`config.mk`:
```
export PLATFORM = sky130hd
export DESIGN_NAME = reset_sequencer
export DESIGN_NICKNAME = d
export VERILOG_FILES = /design/src/rtl/rst_seq_pkg.sv /design/src/rtl/rst_sync.sv /design/src/rtl/reset_sequencer.sv
export SDC_FILE = /design/constraint.sdc
export NUM_CORES = 1
export LEC_CHECK = 0
export ABC_AREA = 1
export BUFFER_PORTS_ARGS = -buffer_cell sky130_fd_sc_hd__buf_2
export CORE_MARGIN = 10
export CORE_UTILIZATION = 50
export CTS_BUF_LIST = sky130_fd_sc_hd__clkbuf_4 sky130_fd_sc_hd__clkbuf_8
export DETAILED_ROUTE_END_ITERATION = 8
export GPL_ROUTABILITY_DRIVEN = 0
export HOLD_SLACK_MARGIN = 0.15
export PLACE_DENSITY = 0.69
export SLEW_MARGIN = 15
export SYNTH_ARGS = -nofsm -noshare
export SYNTH_HDL_FRONTEND = slang
export SYNTH_SLANG_ARGS = --single-unit
export TNS_END_PERCENT = 30
```
`constraint.sdc`:
```
create_clock -name clk -period 2.7 [get_ports clk]
set_input_delay 0 -clock clk [delete_from_list [all_inputs] [get_ports clk]]
set_output_delay 0 -clock clk [all_outputs]
set_load 0.05 [all_outputs]
```
`src/rtl/rst_seq_pkg.sv`:
```
// rtl/rst_seq_pkg.sv - shared state encoding and default sizing for the reset sequencer
package rst_seq_pkg;

    typedef enum logic [1:0] {
        HOLD    = 2'd0,
        RELEASE = 2'd1,
        DONE    = 2'd2
    } state_e;

    localparam int DEF_NUM_DOMAINS = 4;
    localparam int DEF_HOLD_CYCLES = 16;
    localparam int DEF_GAP_CYCLES  = 8;
    localparam int DEF_SYNC_STAGES = 2;

endpackage

```
`src/rtl/rst_sync.sv`:
```
// rtl/rst_sync.sv - async-assert, sync-deassert reset synchronizer
module rst_sync #(
    parameter int SYNC_STAGES = 2
) (
    input  logic clk,
    input  logic rst_n,
    output logic rst_sync
);

    logic [SYNC_STAGES-1:0] sync_q;

    always_ff @(posedge clk or negedge rst_n) begin
        if (!rst_n) begin
            sync_q <= '0;
        end else begin
            sync_q <= {sync_q[SYNC_STAGES-2:0], 1'b1};
        end
    end

    assign rst_sync = sync_q[SYNC_STAGES-1];

endmodule

```
`src/rtl/reset_sequencer.sv`:
```
// rtl/reset_sequencer.sv - releases NUM_DOMAINS resets in order after a synchronized board reset
// Define RST_SEQ_CHECK_EN to compile the embedded protocol assertions.
module reset_sequencer
    import rst_seq_pkg::*;
#(
    parameter int NUM_DOMAINS = DEF_NUM_DOMAINS,
    parameter int HOLD_CYCLES = DEF_HOLD_CYCLES,
    parameter int GAP_CYCLES  = DEF_GAP_CYCLES,
    parameter int SYNC_STAGES = DEF_SYNC_STAGES
) (
    input  logic                   clk,
    input  logic                   rst_n,
    input  logic                   sw_rst_req,
    output logic [NUM_DOMAINS-1:0] rst_out_n,
    output logic                   seq_done,
    output logic                   busy
);

    localparam int CNT_MAX = (HOLD_CYCLES > GAP_CYCLES) ? HOLD_CYCLES : GAP_CYCLES;
    localparam int CW      = $clog2(CNT_MAX + 1);
    localparam int IW      = (NUM_DOMAINS > 1) ? $clog2(NUM_DOMAINS) : 1;

    logic                   rst_sync_w;
    state_e                 state_q;
    logic [CW-1:0]          cnt_q;
    logic [IW-1:0]          idx_q;
    logic [NUM_DOMAINS-1:0] rst_out_n_q;
    logic                   seq_done_q;
    logic                   busy_q;

    rst_sync #(
        .SYNC_STAGES(SYNC_STAGES)
    ) u_rst_sync (
        .clk     (clk),
        .rst_n   (rst_n),
        .rst_sync(rst_sync_w)
    );

    // Everything stays frozen in HOLD until the synchronized reset has deasserted.
    always_ff @(posedge clk or negedge rst_n) begin
        if (!rst_n) begin
            state_q     <= HOLD;
            cnt_q       <= '0;
            idx_q       <= '0;
            rst_out_n_q <= '0;
            seq_done_q  <= 1'b0;
            busy_q      <= 1'b1;
        end else if (rst_sync_w) begin
            if (sw_rst_req) begin
                state_q     <= HOLD;
                cnt_q       <= '0;
                idx_q       <= '0;
                rst_out_n_q <= '0;
                seq_done_q  <= 1'b0;
                busy_q      <= 1'b1;
            end else begin
                case (state_q)
                    HOLD: begin
                        if (cnt_q == CW'(HOLD_CYCLES - 1)) begin
                            state_q <= RELEASE;
                            cnt_q   <= '0;
                            idx_q   <= '0;
                        end else begin
                            cnt_q <= cnt_q + 1'b1;
                        end
                    end
                    RELEASE: begin
                        if (cnt_q == CW'(GAP_CYCLES - 1)) begin
                            rst_out_n_q[idx_q] <= 1'b1;
                            cnt_q              <= '0;
                            if (idx_q == IW'(NUM_DOMAINS - 1)) begin
                                state_q    <= DONE;
                                seq_done_q <= 1'b1;
                                busy_q     <= 1'b0;
                            end else begin
                                idx_q <= idx_q + 1'b1;
                            end
                        end else begin
                            cnt_q <= cnt_q + 1'b1;
                        end
                    end
                    DONE: begin
                        state_q <= DONE;
                    end
                    default: begin
                        state_q <= HOLD;
                    end
                endcase
            end
        end
    end

    assign rst_out_n = rst_out_n_q;
    assign seq_done  = seq_done_q;
    assign busy      = busy_q;

`ifdef RST_SEQ_CHECK_EN
    logic [NUM_DOMAINS:0] therm_ext;
    assign therm_ext = {1'b0, rst_out_n_q};

    a_thermometer: assert property (@(posedge clk) disable iff (!rst_n)
        (therm_ext & (therm_ext + 1'b1)) == '0)
        else $error("reset_sequencer: rst_out_n not thermometer at %0t", $time);

    a_done_stable: assert property (@(posedge clk) disable iff (!rst_n)
        seq_done_q |-> (&rst_out_n_q))
        else $error("reset_sequencer: output dropped while done at %0t", $time);

    a_sw_clear: assert property (@(posedge clk) disable iff (!rst_n)
        (sw_rst_req && rst_sync_w) |=> (rst_out_n_q == '0))
        else $error("reset_sequencer: sw request did not clear outputs at %0t", $time);

    for (genvar k = 1; k < NUM_DOMAINS; k++) begin : g_gap_chk
        a_gap: assert property (@(posedge clk) disable iff (!rst_n)
            $rose(rst_out_n_q[k]) |->
                ($past(rst_out_n_q[k-1], GAP_CYCLES) && !$past(rst_out_n_q[k-1], GAP_CYCLES + 1)))
            else $error("reset_sequencer: domain %0d released off-gap at %0t", k, $time);
    end
`endif

endmodule

```
==> metrics.txt, run 1 <==
status=completed; Yosys reg bits=17; CTS tree=done; wire per inst=10.55 um; die height=~66 um; leakage power=between 0.6 and 0.7 nW; Netlist cell types=21; CP Data Arrival Time=approximately 1.8 ns; WL final=roughly 1800 um; Reg clk slew, reported paths=roughly 0.10 ns; Fin Clk Skew=between 0.01 and 0.015 ns; largest cells by area after synthesis=dfrtp_1 38%, ha_1 12%, nand2_1 12%; Initial Utilization=between 50% and 60%; startpoint types=register; worst skew pair latency=~0.29 ns; io pins=9; crit path kind=reg -> reg; maximum VDD drop=about 0.34 mV; CTS Buf Count=3; Max FO, Critical Path=4; Via density=approximately 4.8; leading area contributor after synthesis=dfrtp_1; fin cells=170; Cells after Synth=130; Post-Route Setup TNS=0 ns; Tcrit/Tclk final=about 57%; placed cell count=164; core area=1962 um2; vias in the first global route=around 750; max-cap violations=0; crit path max-delay cell type=dfrtp_1; syn_area_per_cell=approximately 8 um2; final worst path period need=between 1.5 and 2 ns; Power Density=711.1 nW/um2; DR DRC count=0; hold slack=around 0.15 ns; n_diodes=0; Final WS setup=approximately 1.2 ns; Synth top area share=approximately two fifths; most frequent cells in the layout=33 x nand2_1, 18 x inv_1, 16 x dfrtp_1, 11 x nor2_1, 11 x nand3_1; antenna-violating nets left=0; initial DRC count=32; Std-Cell Rows=16; worst path cell trace=ha_1, nand2_1, nor2_1, ha_1, nor2_1, nand2_1, inv_1, a21oi_4, nand3_1, nand2_1; Num Clock Sinks=17; largest family of logic cells by synthesized area=simple AND/OR/NAND/NOR gates; P&R area growth vs syn=10.58%; largest net degree at the start of global routing=18; unrepaired setup endpoints after global routing=false; Post-Syn Area=around 1000 um2; nets@finish=157; post-synthesis mux area share=0%; port bufs=8; first-pass GRT wire length=roughly 3200 um; Synth Area in XOR/XNOR=0.8413%; Max Fclk=around 650 MHz; crit end category=register; proportion of layout cells with a drive suffix above 1=between 10% and 20%; gr ovfl total=0; Final Power=roughly 0.8 mW; max-slew violations=0; Hold Fails Final Rpt=0; post-synth net total=143; Total GRT Usage=9.157%; drt pass-1 iters=4; via count=just over 800; most common cell after layout, fill and taps aside=nand2_1; H-Tree Depth=1; initial antenna violation count=0; clk buf depth=2; Ys Warns=0; Hold Crit Class=in -> async; die width=around 66 um; complex-gate fraction of the synthesized area=around 11%; area of the die=~4300 um2; CTS root buf=clkbuf_4; CP Data Required Time=between 2 and 3 ns; CP most frequent cell=nand2_1; Final setup viols=0; crit-path max cell delay=roughly 0.39 ns; setup slack at placement=between 1 and 1.5 ns; post-synthesis adder-cell area fraction=about an eighth; share of the yosys chip area belonging to registers=40.99%; hpwl dp=~1500 um; simple-gate share of the synthesized area=roughly a quarter
==> per-layer routing <==
layer	track usage, %	up-vias	share of wire, %
met3	4.237	2	5.0
met1	10.78	366	48
met4	2.406	0	0.50
met5	0	-	0
li1	-	432	-
met2	14.61	11	47
==> critical path, delay by kind of cell (launching register included) <==
kind | cells | cell delay [ns]
AOI/OAI and AO/OA | 1 | 0.15
buffers and inverters | 1 | 0.07
DFF | 1 | 0.39
and+or+nand+nor | 6 | 0.52
adders and majority gates | 2 | 0.37
==> final timing paths <==
check	from	endpoint	slack [ns]	depth (start not counted)
min in group clk	u_rst_sync.sync_q[0]$_DFF_PN0_	u_rst_sync.sync_q[1]$_DFF_PN0_	0.37	0
setup / recovery	cnt_q[0]$_DFFE_PN0P_	state_q[0]$_DFFE_PN0P_	1.16	10
hold / removal	rst_n	idx_q[1]$_DFFE_PN0P_	0.15	2
hold reg to reg	u_rst_sync.sync_q[0]$_DFF_PN0_	u_rst_sync.sync_q[1]$_DFF_PN0_	0.37	0
max in group asynchronous	rst_n	busy$_DFFE_PN1P_	2.24	2
setup reg to reg	cnt_q[0]$_DFFE_PN0P_	state_q[0]$_DFFE_PN0P_	1.16	10
==> registers in the layout (all words and copies together) (netlist names) <==
register / count
rst_out_n: 4
state_q: 2
busy: 1
idx_q: 2
cnt_q: 5
seq_done: 1
u_rst_sync.sync_q: 2
==> stage by stage <==
stage | utilization (%) | area, um2
after floorplan | - | 1041
after global placement | 56.25 | 1104
after detailed placement | 56.25 | 1104
after CTS | 58.67 | 1151
after global routing | 58.67 | 1151
final | 58.67 | 1151
==> repair_timing <==
action | 4_1_cts | 5_1_grt
hold endpoints to repair | 22 | 0
gates resized for setup | 0 | 0
hold buffers | 2 | 0
setup buffers | 0 | 0
==> where the power goes <==
part	internal [mW]	switching [mW]	leakage (nW)	total [mW]
clock	0.0551	0.0777	0.0177	0.133
sequential	0.309	0.0428	0.222	0.352
combinational	0.107	0.227	0.373	0.334
==> cell families after synthesis <==
group	after synthesis
AND/OR/NAND/NOR	60
buffers and inverters	23
AO/OA/AOI/OAI	18
flip-flops	17
adder cells (fa/ha/maj)	10
XOR/XNOR	1
other	1
==> cells in the mapped netlist <==
cell	number
ha_1	10
inv_2	3
nand2_1	33
nand2_2	1
o21ai_1	5
clkinv_1	1
inv_1	18
a21oi_4	1
conb_1	1
nand3_2	3
dfstp_2	1
nor2_4	1
nor2_1	11
o22ai_1	1
o21ai_2	2
o21bai_1	2
nand3_1	11
dfrtp_1	16
buf_6	1
xor2_1	1
o21ai_0	7
==> cell type report <==
cell class              count  area [um2]
inverters                  22       82.58
multi-input cells          90       520.5
fillers                   193       810.8
clock buffers               3       22.52
flip-flops and latches     17       426.7
well taps                  27       33.78
clock inverters             1       5.005
repair buffers             10       60.06
Note: power is estimated with default switching activity, not from simulation.
==> inputs of run 2 (changes only) <==
Settings changed: ABC_AREA 1 to 0.
Clock period 2.7 ns to 1.62 ns, I/O delays scaled along.
==> run 2 against run 1 <==
  * The flow now finishes with violations (negative setup slack)
  * Sequential power grew 26%
  * Wire length grew 6.6%
  * Synthesized cell count shrank 26%
  * Critical path depth shrank 2
  * Clock power grew 83%
  * Largest cell class unchanged
  * Largest power group unchanged
==> metrics.txt, run 2 <==
status=complete, but fails checks; failing checks=negative setup slack; final worst path period need=1.714 ns (+0.1692 ns); Clk pwr share=31.0% (+15 points); largest net degree at the start of global routing=13 (-5); Cells after Synth=96 (-26%); worst skew pair latency=0.30 ns (about the same); hold slack=0.1719 ns (+0.02138 ns); io pins=9 (unchanged); n_diodes=0 (unchanged); Ys Warns=0 (unchanged); share of the yosys chip area belonging to registers=44.81% (+3.8 points); Largest register FFs=5 (unchanged); worst path cell trace=ha_2, nand3_2, inv_2, ha_4, and2b_2, a21boi_2, a21bo_1, a32o_1; EDFF count, synth=0 (unchanged); die width=63.64 um (-3.0%); Initial Utilization=53.97% (+0.91 points); CP delay by family, top=compound AO/OA/AOI/OAI gates; worst flop-to-flop path endpoint=idx_q[1]$_DFFE_PN0P_; worst path bufs/invs=1 (unchanged); die height=63.64 um (-3.0%); nets@finish=137 (-13%); Flop pwr share=56.6% (+14 points); crit path max-delay cell type=dfrtp_1; post-synth net total=109 (-24%); Fin Clk Skew=0.009257 ns (-0.001042 ns); leakage power=0.5522 nW (-9.8%); port bufs=8 (unchanged); CTS Buf Count=3 (unchanged); syn_area_per_cell=9.918 um2 (+24%); crit-path max cell delay=0.38 ns (about the same); setup slack at placement=-0.08402 ns (-1.261 ns); FF-to-FF path depth=8 (-2); Max FO, Critical Path=5 (+1); Biggest register=cnt_q; wire per inst=12.92 um (+22%); DR DRC count=0 (unchanged); max-cap violations=0 (unchanged); area of the die=4050 um2 (-6.0%); vias in the first global route=770 (+2.3%); proportion of layout cells with a drive suffix above 1=32.52% (+16 points); first-pass GRT wire length=3332 um (+3.9%); R2R setup slack=-0.09 ns (-1.25 ns); Num Clock Sinks=17 (unchanged); crit end category=register; Netlist cell types=30 (+43%); Hold Fails Final Rpt=0 (unchanged); clk buf depth=2 (unchanged); Synth top cells by count=16 x dfrtp_1, 10 x ha_1, 9 x inv_1, 8 x nand2_1, 7 x a21oi_1; crit path kind=reg -> reg; Hold Crit Class=in -> async; CP Data Required Time=1.83 ns (-1.11 ns); Post-Syn Area=952.2 um2 (-8.5%); Main synth FF type=dfrtp_1; Final WS setup=-0.09390 ns (-1.249 ns); sw frac=25.93% (-16 points); most frequent cells in the layout=16 x dfrtp_1, 13 x buf_4, 8 x inv_1, 8 x nand2_1, 8 x buf_2; sw power=0.2028 mW (-42%); Async SR Flop Fraction=100.0% (unchanged); initial antenna violation count=0 (unchanged); R2R Path Start=cnt_q[0]$_DFFE_PN0P_; initial DRC count=9 (-72%); P&R area growth vs syn=28.38%; most common cell after layout, fill and taps aside=dfrtp_1; WL final=1912 um (+6.6%); startpoint types=register; largest cells by area after synthesis=dfrtp_1 42%, ha_1 13%, a21oi_1 3.7%; Via density=5.203 (+9.1%); Synth top area share=42.05% (+3.6 points); Max Fclk=583.5 MHz (-9.9%); maximum VDD drop=0.5253 mV (+55%); Total GRT Usage=10.08% (+0.92 points); gr ovfl total=0 (unchanged); CTS tree=done; Tcrit/Tclk final=105.8% (+49 points); CTS root buf=clkbuf_4; core area=1764 um2 (-10%); CP Data Arrival Time=1.92 ns (+0.14 ns); H-Tree Depth=1 (unchanged); Yosys reg bits=17 (unchanged); combinational share of power=12.4% (-28 points); Std-Cell Rows=15 (-1); most common cell in the netlist=dfrtp_1; antenna-violating nets left=0 (unchanged); max-slew violations=0 (unchanged); Reg clk slew, reported paths=0.11 ns (about the same); post-layout util=69.29% (+11 points); leading area contributor after synthesis=dfrtp_1; cell-internal power=0.5795 mW (+23%); Final setup viols=8 (+8); via count=770 (-5.1%); Power Density=640.0 nW/um2 (-10%); unrepaired setup endpoints after global routing=true; drt pass-1 iters=4 (unchanged); hpwl dp=1413 um (-3.4%)
## run 2: what timing repair did
item	CTS	global route
endpoints found under the hold margin	24	0
endpoints found under the setup margin	5	8
gates resized for setup	4	5
hold buffers	4	0
setup buffers	1	2
pin swaps	2	2
## run 2: power by group through the flow
stage	clock network (mW)	registers (mW)	logic, mW
floorplan	0	0.452	0.0367
global placement	0	0.450	0.0751
detailed placement	0	0.450	0.0769
CTS	0.252	0.442	0.0888
global route	0.260	0.444	0.106
finish	0.243	0.443	0.0968
## run 2: how the worst max path moves through the flow
stage	start	endpoint	slack (ns)	cells after the start
2_1_floorplan	cnt_q[0]$_DFFE_PN0P_	idx_q[1]$_DFFE_PN0P_	-0.07	8
3_3_place_gp	cnt_q[1]$_DFFE_PN0P_	idx_q[1]$_DFFE_PN0P_	-0.05	8
3_5_place_dp	cnt_q[0]$_DFFE_PN0P_	idx_q[1]$_DFFE_PN0P_	-0.08	8
4_1_cts	cnt_q[0]$_DFFE_PN0P_	idx_q[1]$_DFFE_PN0P_	-0.11	8
5_1_grt	cnt_q[0]$_DFFE_PN0P_	idx_q[1]$_DFFE_PN0P_	-0.19	8
6_report	cnt_q[0]$_DFFE_PN0P_	idx_q[1]$_DFFE_PN0P_	-0.09	8
## run 2: per-layer routing
| layer | global-route usage [%] | wire length (um) | part of all wire, % | up-vias |
|---|---|---|---|---|
| met4 | 3.279 | 29 | 1.5 | 0 |
| met2 | 16.83 | 897 | 47 | 13 |
| met1 | 11.22 | 894 | 47 | 363 |
| met5 | 0 | 0 | 0 | - |
| li1 | - | - | - | 390 |
| met3 | 4.240 | 90 | 4.7 | 4 |
## run 2: per-stage QoR
stage,instance area [um2],power [mW],std cells,TNS [ns]
3_5_place_dp,1099,0.5273,137,-0.1219
2_1_floorplan,964.7,0.4882,96,-0.07001
3_3_place_gp,1099,0.5251,137,-0.06072
6_report,1222,0.7823,148,-0.2458
4_1_cts,1191,0.7832,146,-0.1289
5_1_grt,1222,0.8110,148,-0.9926
## run 2: layout make-up
cell class	count	area, um2
Fill cell	168	541.8
Timing Repair Buffer	25	177.7
Multi-Input combinational cell	67	519.2
Sequential cell	17	426.7
Tap cell	25	31.28
Clock buffer	3	22.52
Clock inverter	1	7.507
Inverter	10	37.54
## run 2: worst reg2reg max path, stage by stage (launching register included)
cell,delay (ns)
dfrtp_1,0.38
ha_2,0.19
nand3_2,0.08
inv_2,0.07
ha_4,0.11
and2b_2,0.24
a21boi_2,0.15
a21bo_1,0.21
a32o_1,0.19
## run 2: kinds of logic (layout without fill, tap and decap cells)
logic type / Yosys count / in the layout / synth area share [%]
flip-flops: 17 / 17 / 44.81
other: 1 / 1 / 0.3938
buffers and inverters: 12 / 39 / 5.255
AND/OR/NAND/NOR: 26 / 26 / 15.11
adder cells (fa/ha/maj): 10 / 10 / 13.14
AO/OA/AOI/OAI: 30 / 30 / 21.29
